File: src/rtl/fft_frame_sched.sv
// Frame scheduler around fft_control: streams a frame into the 4 data banks, runs the core, streams the result out.
// Latency: one IDLE cycle after reset, N load beats, a 1-cycle START pulse, then the core time, then N unload beats behind a 1-cycle RAM read.
// Backpressure: oIN_READY is high only in LOAD, and the unload read address is held while iOUT_READY stalls a valid beat.
// Optional feature macro FFT_BITREV_UNLOAD_EN: unload in bit-reversed index order (natural order from DIT storage).
module fft_frame_sched #(
  parameter int LOG2N   = 11,
  parameter int ADDR_W  = 9,
  parameter int TIMEOUT = 8192
) (
  input  logic              iCLK,
  input  logic              iRESET,
  input  logic              iIN_VALID,
  output logic              oIN_READY,
  output logic              oLD_WE,
  output logic [1:0]        oLD_BANK,
  output logic [ADDR_W-1:0] oLD_ADDR,
  output logic              oFFT_START,
  input  logic              iFFT_RDY,
  output logic              oRD_EN,
  output logic [1:0]        oRD_BANK,
  output logic [ADDR_W-1:0] oRD_ADDR,
  output logic              oOUT_VALID,
  input  logic              iOUT_READY,
  output logic              oOUT_LAST,
  output logic [1:0]        oMEM_OWNER,
  output logic              oBUSY,
  output logic              oERR
);

  localparam int N     = 1 << LOG2N;
  localparam int TMR_W = $clog2(TIMEOUT + 1);

  localparam logic [LOG2N-1:0] LAST_IDX = LOG2N'(N - 1);
  localparam logic [TMR_W-1:0] TMO_VAL  = TMR_W'(TIMEOUT);

  localparam logic [1:0] OWN_LOAD = 2'd0;
  localparam logic [1:0] OWN_FFT  = 2'd1;
  localparam logic [1:0] OWN_UNLD = 2'd2;
  localparam logic [1:0] OWN_NONE = 2'd3;

  typedef enum logic [2:0] {
    S_IDLE,
    S_LOAD,
    S_START,
    S_WAIT_LO,
    S_WAIT_HI,
    S_UNLOAD
  } state_t;

  state_t           state_q, state_d;
  logic [LOG2N-1:0] n_q, n_d;             // load sample counter
  logic [LOG2N-1:0] k_q, k_d;             // next unload index to issue
  logic [LOG2N-1:0] out_idx_q, out_idx_d; // index of the beat currently on the output
  logic             rd_pend_q, rd_pend_d; // indices remain to be issued
  logic             out_vld_q, out_vld_d;
  logic [TMR_W-1:0] tmr_q, tmr_d;         // cycles since START
  logic             in_ready_q, in_ready_d;
  logic             fft_start_q, fft_start_d;
  logic [1:0]       owner_q, owner_d;
  logic             busy_q, busy_d;
  logic             err_q, err_d;

  logic             in_unload;
  logic             stall;
  logic             rd_en;
  logic [LOG2N-1:0] rd_idx;
  logic [LOG2N-1:0] rd_m;

`ifdef FFT_BITREV_UNLOAD_EN
  function automatic logic [LOG2N-1:0] bitrev(input logic [LOG2N-1:0] v);
    logic [LOG2N-1:0] r;
    for (int i = 0; i < LOG2N; i++) begin
      r[i] = v[LOG2N-1-i];
    end
    return r;
  endfunction
`endif

  // Unload read port: while a beat is stalled, re-read that beat's own address so the
  // RAM output stays stable; otherwise issue the next index.
  always_comb begin
    in_unload = (state_q == S_UNLOAD);
    stall     = out_vld_q & ~iOUT_READY;
    rd_en     = in_unload & (stall | rd_pend_q);
    rd_idx    = stall ? out_idx_q : k_q;
`ifdef FFT_BITREV_UNLOAD_EN
    rd_m      = bitrev(rd_idx);
`else
    rd_m      = rd_idx;
`endif
  end

  // Next-state and next-output logic for the frame FSM and its counters.
  always_comb begin
    state_d     = state_q;
    n_d         = n_q;
    k_d         = k_q;
    out_idx_d   = out_idx_q;
    rd_pend_d   = rd_pend_q;
    out_vld_d   = out_vld_q;
    tmr_d       = tmr_q;
    in_ready_d  = in_ready_q;
    fft_start_d = 1'b0;
    owner_d     = owner_q;
    err_d       = err_q;

    unique case (state_q)
      S_IDLE: begin
        // A latched timeout parks the scheduler here until reset.
        if (!err_q) begin
          state_d    = S_LOAD;
          in_ready_d = 1'b1;
          owner_d    = OWN_LOAD;
          n_d        = '0;
        end else begin
          owner_d    = OWN_NONE;
        end
      end

      S_LOAD: begin
        if (iIN_VALID && in_ready_q) begin
          if (n_q == LAST_IDX) begin
            state_d     = S_START;
            n_d         = '0;
            in_ready_d  = 1'b0;
            owner_d     = OWN_FFT;
            fft_start_d = 1'b1;
            tmr_d       = '0;
          end else begin
            n_d = n_q + LOG2N'(1);
          end
        end
      end

      S_START: begin
        state_d = S_WAIT_LO;
        tmr_d   = tmr_q + TMR_W'(1);
      end

      S_WAIT_LO, S_WAIT_HI: begin
        tmr_d = tmr_q + TMR_W'(1);
        // Progress of the core wins over a timeout landing on the same cycle.
        if (state_q == S_WAIT_LO && !iFFT_RDY) begin
          state_d = S_WAIT_HI;
        end else if (state_q == S_WAIT_HI && iFFT_RDY) begin
          state_d   = S_UNLOAD;
          owner_d   = OWN_UNLD;
          k_d       = '0;
          out_idx_d = '0;
          rd_pend_d = 1'b1;
          out_vld_d = 1'b0;
          tmr_d     = '0;
        end else if (tmr_q == TMO_VAL) begin
          state_d = S_IDLE;
          owner_d = OWN_NONE;
          err_d   = 1'b1;
          tmr_d   = '0;
        end
      end

      S_UNLOAD: begin
        out_vld_d = rd_en;
        if (!stall && rd_pend_q) begin
          out_idx_d = k_q;
          if (k_q == LAST_IDX) begin
            rd_pend_d = 1'b0;
          end else begin
            k_d = k_q + LOG2N'(1);
          end
        end
        // Last beat handed off: go straight back to loading the next frame.
        if (out_vld_q && iOUT_READY && (out_idx_q == LAST_IDX)) begin
          state_d    = S_LOAD;
          owner_d    = OWN_LOAD;
          in_ready_d = 1'b1;
          n_d        = '0;
          k_d        = '0;
          out_idx_d  = '0;
          out_vld_d  = 1'b0;
          rd_pend_d  = 1'b0;
        end
      end

      default: begin
        state_d    = S_IDLE;
        owner_d    = OWN_NONE;
        in_ready_d = 1'b0;
      end
    endcase

    busy_d = (state_d != S_IDLE);
  end

  // State, counter and registered-output flops; reset aborts any frame in progress.
  always_ff @(posedge iCLK or negedge iRESET) begin
    if (!iRESET) begin
      state_q     <= S_IDLE;
      n_q         <= '0;
      k_q         <= '0;
      out_idx_q   <= '0;
      rd_pend_q   <= 1'b0;
      out_vld_q   <= 1'b0;
      tmr_q       <= '0;
      in_ready_q  <= 1'b0;
      fft_start_q <= 1'b0;
      owner_q     <= OWN_NONE;
      busy_q      <= 1'b0;
      err_q       <= 1'b0;
    end else begin
      state_q     <= state_d;
      n_q         <= n_d;
      k_q         <= k_d;
      out_idx_q   <= out_idx_d;
      rd_pend_q   <= rd_pend_d;
      out_vld_q   <= out_vld_d;
      tmr_q       <= tmr_d;
      in_ready_q  <= in_ready_d;
      fft_start_q <= fft_start_d;
      owner_q     <= owner_d;
      busy_q      <= busy_d;
      err_q       <= err_d;
    end
  end

  assign oIN_READY  = in_ready_q;
  assign oLD_WE     = iIN_VALID & in_ready_q;
  assign oLD_BANK   = n_q[1:0];
  assign oLD_ADDR   = n_q[LOG2N-1:2];
  assign oFFT_START = fft_start_q;
  assign oRD_EN     = rd_en;
  assign oRD_BANK   = rd_m[1:0];
  assign oRD_ADDR   = rd_m[LOG2N-1:2];
  assign oOUT_VALID = out_vld_q;
  assign oOUT_LAST  = out_vld_q & (out_idx_q == LAST_IDX);
  assign oMEM_OWNER = owner_q;
  assign oBUSY      = busy_q;
  assign oERR       = err_q;

endmodule

File: config.mk
export PLATFORM = sky130hd
export DESIGN_NAME = fft_frame_sched
export DESIGN_NICKNAME = d
export VERILOG_FILES = /design/src/rtl/fft_frame_sched.sv
export SDC_FILE = /design/constraint.sdc
export NUM_CORES = 1
export LEC_CHECK = 0
export CAP_MARGIN = 15
export CORE_MARGIN = 2
export CORE_UTILIZATION = 30
export CTS_BUF_LIST = sky130_fd_sc_hd__clkbuf_4 sky130_fd_sc_hd__clkbuf_8 sky130_fd_sc_hd__clkbuf_16
export DETAILED_ROUTE_END_ITERATION = 16
export GPL_TIMING_DRIVEN = 0
export MAX_ROUTING_LAYER = met4
export SLEW_MARGIN = 30
export SYNTH_ARGS = -nofsm -noshare
export SYNTH_HDL_FRONTEND = slang
export SYNTH_SLANG_ARGS = --single-unit
File: constraint.sdc
create_clock -name iCLK -period 3 [get_ports iCLK]
set_input_delay 0.3 -clock iCLK [delete_from_list [all_inputs] [get_ports iCLK]]
set_output_delay 0.3 -clock iCLK [all_outputs]
set_load 0.01 [all_outputs]
==> out/results.ini, run 1 <==
[worst_setup_path]
r2r-start = state_q[2]$_DFF_PN0_
reg2reg_slack_ps = 220
crit_arrival_ps = 2510
cp-start-kind = register
crit_type = register to output port
reg2reg_to = tmr_q[11]$_DFFE_PN0P_
cp_max_fo = 10
cp.required_ps = 2700
reg2reg_depth = 8
worstSetupEndpointType = output port

[floorplanning]
rows = 38
die_height_um = 109.4
die_w_um = 109.4
die_area_um2 = 11970
core_um2 = 10840
io_pins = 37
initial_core_util_pct = 30.76

[clock_tree]
htreeDepth = 3
numCtsBuffers = 9
clk_pin_slew_worst_paths_ps = 60
cts_buffer_depth = 2
tritoncts = built
clock_latency_ps = 350
postCtsSetupRepairBufs = 0
clock_sinks = 58
cts_root_buf = clkbuf_8

[synthesis]
ys_seq_area_share_pct = 43.60
synth_top_area_cell = dfrtp_1
synth_edf_count = 0
yosys_warnings = 0
synth_nets = 385
avgSynthCellArea_um2 = 8.868
synth.distinct_cells = 52
synth-seq-cells = 58
yosys.area.top_type_share_pct = 42.03
synth_commonest_cells = dfrtp_1 (56), nand2_1 (37), o21ai_0 (35)
synth_area_um2 = 3334
synth-main-ff-cell = dfrtp_1
synth-async-reset-ratio_pct = 100.0
syn_inst = 376
yosysMostFrequentCell = dfrtp_1
yosys-top-cells-area = dfrtp_1 (42%), o21ai_0 (5.3%), nand2_1 (4.2%)

[power]
total_power_mw = 2.707
irDropWorstVdd_uv = 230.3
powerDensity_nw_per_um2 = 661.7
p_leak_nw = 1.629

[sta]
fin_skew_ps = 11.72
setup-tns-final_ps = 0
tightest_slew_ps = 977.7
slew_viol_final = 0
grt_setup_unrepaired = no
slew_headroom_pct = 34.42
timing.final.crit_share_pct = 93.71
setup_violations = 0
hold_ws_ps = 350.6
hold_viol = 0
fin_crit_ps = 2811
fmax_ghz = 0.3557

[placed_design]
gp_congestion = 0.8904
port_buffers = 35
dpl.cell_count = 552
place_hpwl_um = 6068

[detailed_routing]
ant_nets = 0
dr.pass1.iters = 4
drc = 0
first_iter_violations = 325
wirelength_um = 8663
via_per_inst = 5.395
detail_route.wl_per_cell_um = 15.20
via_count = 3075

[final_layout]
areaGrowthSynthToFinish_pct = 22.70
fin_cells = 570
final_core_util_pct = 37.74
finalNetCount = 433
drive_gt1_share_pct = 11.19

[min_path]
min_path_type = input pin to async pin

[global_routing]
grt_usage_pct = 15.17
grt_first_pass_wirelength_um = 13830
antenna_found_initial = 1
overflow = 0
grt_max_degree = 47
grt_pass1_vias = 2770

[run]
max_cap_viol_count = 0

[outcome]
status = complete, no violations

==> flip-flops by register name (all words and copies together), names as in the netlist, 2 cells and up <==
register,count
out_idx_q,11
n_q,11
k_q,11
oMEM_OWNER,2
state_q,3
tmr_q,14
==> metal layers <==
metal	vias to the layer above	global-route usage [%]	wire length, um
met2	62	22.31	4072
met3	12	2.905	342
met1	1494	20.75	4081
met4	0	5.606	166
li1	1507	-	-
met5	-	-	0
==> report_power, final <==
part	switching (mW)	internal, mW	total [mW]
registers	0.130	0.907	1.04
clock network	0.313	0.346	0.659
logic	0.604	0.407	1.01
==> logic make-up after synthesis <==
kind of cell | count (synthesis) | share of synthesized area, %
buffers and inverters | 33 | 4.015
muxes | 12 | 4.053
AOI/OAI and AO/OA | 112 | 21.88
and+or+nand+nor | 157 | 24.95
DFF | 58 | 43.60
adders and majority gates | 4 | 1.501
==> layout by cell type (no fill, tap or decap), types with 4 or more instances in the layout <==
master | Yosys | layout
dfrtp_1 | 56 | 56
nand2_1 | 37 | 37
o21ai_0 | 35 | 35
clkdlybuf4s50_1 | 0 | 34
nor2_1 | 25 | 24
a21oi_1 | 17 | 17
inv_1 | 15 | 15
clkbuf_1 | 14 | 14
nand3_1 | 14 | 14
mux2_2 | 12 | 12
a22o_1 | 12 | 12
nand4_1 | 11 | 11
nor3_1 | 11 | 11
nor2b_1 | 10 | 10
clkbuf_8 | 0 | 10
or3_1 | 9 | 9
o211ai_1 | 9 | 9
or2_2 | 6 | 6
or4_1 | 6 | 6
nand2b_1 | 6 | 6
a31oi_1 | 6 | 6
and2_1 | 5 | 5
nor4_1 | 6 | 5
o31ai_1 | 6 | 5
o22ai_1 | 4 | 4
ha_1 | 4 | 4
==> critical path: stages (launching register included) <==
cell,delay [ps]
dfrtp_1,380
clkbuf_1,360
nor2b_1,220
clkbuf_1,310
nand2_1,160
nor2_1,180
clkdlybuf4s50_1,560
==> timing repair <==
| action | 4_1_cts | 5_1_grt |
|---|---|---|
| hold buffers | 1 | 0 |
| resized for setup | 0 | 2 |
| endpoints found under the setup margin | 0 | 11 |
| hold endpoints to repair | 12 | 0 |
==> final cells by class <==
cell class | count | area [um2]
Fill cell | 1095 | 6749
Multi-Input combinational cell | 285 | 1765
Sequential cell | 58 | 1454
Timing Repair Buffer | 37 | 385.4
Tap cell | 140 | 175.2
Clock buffer | 13 | 160.2
Buffer | 18 | 77.57
Inverter | 15 | 56.30
Clock inverter | 3 | 15.01
Antenna cell | 1 | 2.502
==> stage by stage <==
step,setup slack [ps],area [um2]
CTS,103.2,4070
finish,188.7,4091
floorplan,444.2,3334
global placement,-358.9,3860
detailed placement,121.9,3885
global route,15.91,4091
==> worst max path at each step <==
stage	slack (ps)	to	startpoint
after CTS	100	tmr_q[5]$_DFFE_PN0P_	n_q[0]$_DFFE_PN0P_
final	190	oRD_EN	state_q[2]$_DFF_PN0_
after detailed placement	120	tmr_q[5]$_DFFE_PN0P_	iIN_VALID
after global placement	-360	out_idx_q[6]$_DFFE_PN0P_	iRESET
after global routing	20	oMEM_OWNER[1]$_DFFE_PN1P_	tmr_q[0]$_DFFE_PN0P_
after floorplan	440	tmr_q[0]$_DFFE_PN0P_	tmr_q[0]$_DFFE_PN0P_
Power figures use the tool's default switching activity.
==> run 2, diff against run 1 <==
--- a/config.mk
+++ b/config.mk
@@ -5,10 +5,11 @@
 export SDC_FILE = /design/constraint.sdc
 export NUM_CORES = 1
 export LEC_CHECK = 0
+export ABC_CLOCK_PERIOD_IN_PS = 3000
 export CAP_MARGIN = 15
 export CORE_MARGIN = 2
 export CORE_UTILIZATION = 30
-export CTS_BUF_LIST = sky130_fd_sc_hd__clkbuf_4 sky130_fd_sc_hd__clkbuf_8 sky130_fd_sc_hd__clkbuf_16
+export CTS_BUF_LIST = sky130_fd_sc_hd__clkbuf_16
 export DETAILED_ROUTE_END_ITERATION = 16
 export GPL_TIMING_DRIVEN = 0
 export MAX_ROUTING_LAYER = met4
==> out/results.ini, run 2 (same netlist as run 1, synthesis figures left out) <==
[detailed_routing]
dr.pass1.iters = 4  ; unchanged
via_per_inst = 5.402  ; +0.13%
drc = 0  ; unchanged
ant_nets = 0  ; unchanged
detail_route.wl_per_cell_um = 15.05  ; -0.99%
via_count = 3079  ; +0.13%
wirelength_um = 8577  ; -0.99%
first_iter_violations = 341  ; +4.9%

[worst_setup_path]
max_stage_delay_ps = 560  ; about the same
cp_max_fo = 10  ; unchanged
crit_slowest_cell = clkdlybuf4s50_1
worst_path_most_repeated_cell = clkbuf_1
critical_path_depth = 6  ; unchanged
cp.required_ps = 2700  ; about the same
cp-start-kind = register
path_delay_family = buffers and inverters
path_cells = clkbuf_1, nor2b_1, clkbuf_1, nand2_1, nor2_1, clkdlybuf4s50_1
crit_type = register to output port
reg2reg_depth = 8  ; unchanged
path_buf_inv = 3  ; unchanged
crit_arrival_ps = 2500  ; about the same
worstSetupEndpointType = output port

[placed_design]
pre_cts_ws_ps = 121.9  ; unchanged
gp_congestion = 0.8904  ; unchanged
port_buffers = 35  ; unchanged
dpl.cell_count = 552  ; unchanged
place_hpwl_um = 6068  ; unchanged

[sta]
tightest_slew_ps = 978.6  ; +0.8765 ps
fin_skew_ps = 5.771  ; -5.951 ps
slew_viol_final = 0  ; unchanged
slew_headroom_pct = 34.36  ; -0.059 points
grt_setup_unrepaired = no
hold_viol = 0  ; unchanged
setup_violations = 0  ; unchanged
fmax_ghz = 0.3571  ; +0.39%
worst_slack_ps = 199.6  ; +10.83 ps
setup-tns-final_ps = 0  ; unchanged
timing.final.crit_share_pct = 93.35  ; -0.36 points
fin_crit_ps = 2800  ; -10.83 ps

[floorplanning]
die_w_um = 109.4  ; unchanged
io_pins = 37  ; unchanged
initial_core_util_pct = 30.76  ; unchanged
die_area_um2 = 11970  ; unchanged
die_height_um = 109.4  ; unchanged
rows = 38  ; unchanged
core_um2 = 10840  ; unchanged

[global_routing]
grt_usage_pct = 15.26  ; +0.090 points
antenna_found_initial = 1  ; unchanged
grt_max_degree = 47  ; unchanged
grt_pass1_vias = 2749  ; -0.76%
overflow = 0  ; unchanged
grt_first_pass_wirelength_um = 13750  ; -0.55%

[final_layout]
mostFrequentLayoutCell = dfrtp_1
fin_cells = 570  ; unchanged
regMostFlops = tmr_q
areaGrowthSynthToFinish_pct = 25.10
layout_common_cells = dfrtp_1 (56), nand2_1 (37), o21ai_0 (35)
finalNetCount = 433  ; unchanged
drive_gt1_share_pct = 10.26  ; -0.93 points
largest_reg_flops = 14  ; unchanged

[power]
powerDensity_nw_per_um2 = 702.4  ; +6.2%
total_power_mw = 2.930  ; +8.2%
p_leak_nw = 1.672  ; +2.6%
irDropWorstVdd_uv = 290.1  ; +26%

[clock_tree]
clock_latency_ps = 330  ; -20 ps
tritoncts = built
cts_root_buf = clkbuf_16
cts_buffer_depth = 2  ; unchanged
clock_sinks = 58  ; unchanged
clk_pin_slew_worst_paths_ps = 50  ; about the same
numCtsBuffers = 9  ; unchanged
htreeDepth = 3  ; unchanged

[min_path]
min_path_type = input pin to async pin

[outcome]
status = complete, no violations

[run]
max_cap_viol_count = 0  ; unchanged

-- run 2: cell types whose count changed in the layout (fill, tap and decap cells not counted) --
cell       delta
clkbuf_16     +9
clkbuf_4      -3
clkbuf_8     -10
clkinv_1      +1
inv_1         +3
-- run 2: final timing paths --
| kind | start | endpoint | slack, ps |
|---|---|---|---|
| min in group iCLK | iFFT_RDY | state_q[1]$_DFF_PN0_ | 380 |
| worst max register to register | state_q[2]$_DFF_PN0_ | tmr_q[11]$_DFFE_PN0P_ | 230 |
| max in group asynchronous | iRESET | oMEM_OWNER[0]$_DFFE_PN1P_ | 2100 |
| worst min-delay path | iRESET | tmr_q[5]$_DFFE_PN0P_ | 370 |
| worst min register to register | oMEM_OWNER[0]$_DFFE_PN1P_ | oMEM_OWNER[0]$_DFFE_PN1P_ | 480 |
| worst max-delay path | state_q[2]$_DFF_PN0_ | oRD_EN | 200 |
-- run 2: routing by layer --
layer | up-vias | track usage, % | routed length (um)
met4 | 0 | 7.052 | 194
met3 | 15 | 3.082 | 340
li1 | 1506 | - | -
met1 | 1486 | 20.64 | 4080
met2 | 72 | 21.91 | 3961
met5 | - | - | 0
-- run 2: final cells by class --
| cell class | count | area, um2 |
|---|---|---|
| clock inverters | 7 | 30.03 |
| multi-input cells | 285 | 1765 |
| well taps | 140 | 175.2 |
| repair buffers | 37 | 385.4 |
| flip-flops and latches | 58 | 1454 |
| diodes | 1 | 2.502 |
| fillers | 1088 | 6669 |
| plain buffers | 18 | 77.57 |
| inverters | 15 | 56.30 |
| clock buffers | 9 | 225.2 |
-- run 2: timing repair --
item / in CTS / in global routing
hold buffers: 1 / 0
gates resized for setup: 0 / 2
endpoints found under the setup margin: 0 / 11
hold endpoints to repair: 12 / 0
setup buffers: 0 / 0
-- run 2: stage by stage --
| step | utilization (%) | hold slack, ps | cell area (um2) |
|---|---|---|---|
| 2_1_floorplan | - | 4.409 | 3334 |
| 3_3_place_gp | 35.61 | 468.3 | 3860 |
| 3_5_place_dp | 35.84 | 175.2 | 3885 |
| 4_1_cts | 38.28 | 360.1 | 4150 |
| 5_1_grt | 38.48 | 384.7 | 4172 |
| 6_report | 38.48 | 367.4 | 4172 |
-- run 2: power by group --
part | switching, mW | internal, mW
clock network | 0.346 | 0.540
registers | 0.128 | 0.909
logic | 0.599 | 0.407
total | 1.07 | 1.86
==> run 3, diff against run 2 <==
--- a/config.mk
+++ b/config.mk
@@ -5,7 +5,7 @@
 export SDC_FILE = /design/constraint.sdc
 export NUM_CORES = 1
 export LEC_CHECK = 0
-export ABC_CLOCK_PERIOD_IN_PS = 3000
+export ABC_CLOCK_PERIOD_IN_PS = 3500
 export CAP_MARGIN = 15
 export CORE_MARGIN = 2
 export CORE_UTILIZATION = 30
==> constraint.sdc (replaced) <==
create_clock -name iCLK -period 3.5 [get_ports iCLK]
set_input_delay 0.35 -clock iCLK [delete_from_list [all_inputs] [get_ports iCLK]]
set_output_delay 0.35 -clock iCLK [all_outputs]
set_load 0.01 [all_outputs]
==> out/results.ini, run 3 (same netlist as run 1, synthesis figures left out) <==
[worst_setup_path]
cp_max_fo = 7  ; -3
reg2reg_depth = 6  ; -2
reg2reg_slack_ps = 590  ; +360 ps
crit_type = register to register
r2r-start = n_q[0]$_DFFE_PN0P_
crit_slowest_cell = nor4_1
critPathLaunch = n_q[0]$_DFFE_PN0P_
cp.required_ps = 3740  ; +1040 ps
worstSetupEndpointType = register
crit_end = tmr_q[5]$_DFFE_PN0P_
reg2reg_to = tmr_q[5]$_DFFE_PN0P_
crit_arrival_ps = 3150  ; +650 ps
cp-start-kind = register
path_cells = ha_1, nand4_1, nor4_1, a211oi_1, or3_1, o211ai_1
max_stage_delay_ps = 880  ; +320 ps

[clock_tree]
tritoncts = built
clock_sinks = 58  ; unchanged
clk_pin_slew_worst_paths_ps = 50  ; about the same
cts_root_buf = clkbuf_16
cts_buffer_depth = 2  ; unchanged
clock_latency_ps = 330  ; about the same
cts_resized = 0  ; unchanged
numCtsBuffers = 9  ; unchanged
htreeDepth = 3  ; unchanged

[detailed_routing]
detail_route.wl_per_cell_um = 15.11  ; +0.43%
via_count = 3070  ; -0.29%
drc = 0  ; unchanged
wirelength_um = 8614  ; +0.43%
ant_nets = 0  ; unchanged
via_per_inst = 5.386  ; -0.29%
dr.pass1.iters = 4  ; unchanged
first_iter_violations = 343  ; +0.59%

[placed_design]
gp_congestion = 0.8904  ; unchanged
pre_cts_ws_ps = 571.9  ; +450.0 ps
dpl_cell_area_um2 = 3885  ; unchanged
dpl.cell_count = 552  ; unchanged
place_hpwl_um = 6068  ; unchanged
port_buffers = 35  ; unchanged

[floorplanning]
die_w_um = 109.4  ; unchanged
io_pins = 37  ; unchanged
die_height_um = 109.4  ; unchanged
die_area_um2 = 11970  ; unchanged
core_um2 = 10840  ; unchanged
initial_core_util_pct = 30.76  ; unchanged
rows = 38  ; unchanged

[sta]
tightest_slew_ps = 973.8  ; -4.779 ps
fin_crit_ps = 2909
grt_setup_unrepaired = no
slew_headroom_pct = 34.48  ; +0.11 points
hold_viol = 0  ; unchanged
fin_skew_ps = 7.536  ; +1.765 ps
fmax_ghz = 0.3438
hold_ws_ps = 417.1  ; +49.71 ps
setup-tns-final_ps = 0  ; unchanged
timing.final.crit_share_pct = 83.11
setup_violations = 0  ; unchanged
slew_viol_final = 0  ; unchanged
worst_slack_ps = 591.2  ; +391.6 ps

[global_routing]
grt_usage_pct = 15.26  ; unchanged
grt_max_degree = 47  ; unchanged
overflow = 0  ; unchanged
grt_pass1_vias = 2749  ; unchanged
grt_first_pass_wirelength_um = 13750  ; unchanged
antenna_found_initial = 1  ; unchanged

[final_layout]
layout_common_cells = dfrtp_1 (56), nand2_1 (37), o21ai_0 (35)
final_area_um2 = 4163  ; -0.21%
n_fill_cell = 1088  ; unchanged
largest_reg_flops = 14  ; unchanged
drive_gt1_share_pct = 9.790  ; -0.47 points
areaGrowthSynthToFinish_pct = 24.84
mostFrequentLayoutCell = dfrtp_1
regMostFlops = tmr_q
fin_cells = 570  ; unchanged
finalNetCount = 433  ; unchanged

[power]
powerDensity_nw_per_um2 = 603.2  ; -14%
irDropWorstVdd_uv = 249.0  ; -14%
p_leak_nw = 1.671  ; about the same

[min_path]
min_path_type = input pin to async pin

[run]
max_cap_viol_count = 0  ; unchanged

[outcome]
status = complete, no violations

## run 3: through the flow
step                      power [mW]  util, %
after global routing           2.692    38.40
after global placement         1.742    35.61
after CTS                      2.536    38.28
final                          2.511    38.40
after floorplan                1.440        -
after detailed placement       1.760    35.84
## run 3: critical path: cells and delay by family, from the launching register on
kind	cells	cell delay (ps)
AO/OA/AOI/OAI	2	610
flip-flops	1	420
adder cells (fa/ha/maj)	1	240
AND/OR/NAND/NOR	3	1550
## run 3: power by group
group,switching (mW),total (mW),internal (mW)
combinational,0.512,0.860,0.349
clock,0.298,0.761,0.463
sequential,0.110,0.889,0.779
## run 3: worst min path at each step
stage,cells after the start,slack [ps],to
finish,2,420,tmr_q[5]$_DFFE_PN0P_
floorplan,0,50,k_q[0]$_DFFE_PN0P_
global route,2,430,tmr_q[5]$_DFFE_PN0P_
global placement,2,470,oMEM_OWNER[0]$_DFFE_PN1P_
CTS,2,410,tmr_q[0]$_DFFE_PN0P_
detailed placement,1,230,tmr_q[5]$_DFFE_PN0P_
## run 3: repair_timing
| item | in CTS | in global routing |
|---|---|---|
| setup buffers | 0 | 0 |
| hold endpoints to repair | 12 | 0 |
| hold buffers | 1 | 0 |
| setup endpoints to repair | 0 | 0 |
## run 3: area by class of cell
cell class	instances	area (um2)	area share [%]
plain buffers	18	77.57	1.864
clock buffers	9	225.2	5.410
inverters	15	56.30	1.353
well taps	140	175.2	4.208
clock inverters	7	30.03	0.7214
multi-input cells	285	1757	42.20
repair buffers	37	385.4	9.258
flip-flops and latches	58	1454	34.93
diodes	1	2.502	0.06011
## run 3: layer usage
metal / global-route usage [%] / wire length [um] / vias up
met1: 20.64 / 4053 / 1475
met4: 7.052 / 194 / 0
met2: 21.91 / 3954 / 75
li1: - / - / 1505
met3: 3.082 / 411 / 15
met5: - / 0 / -
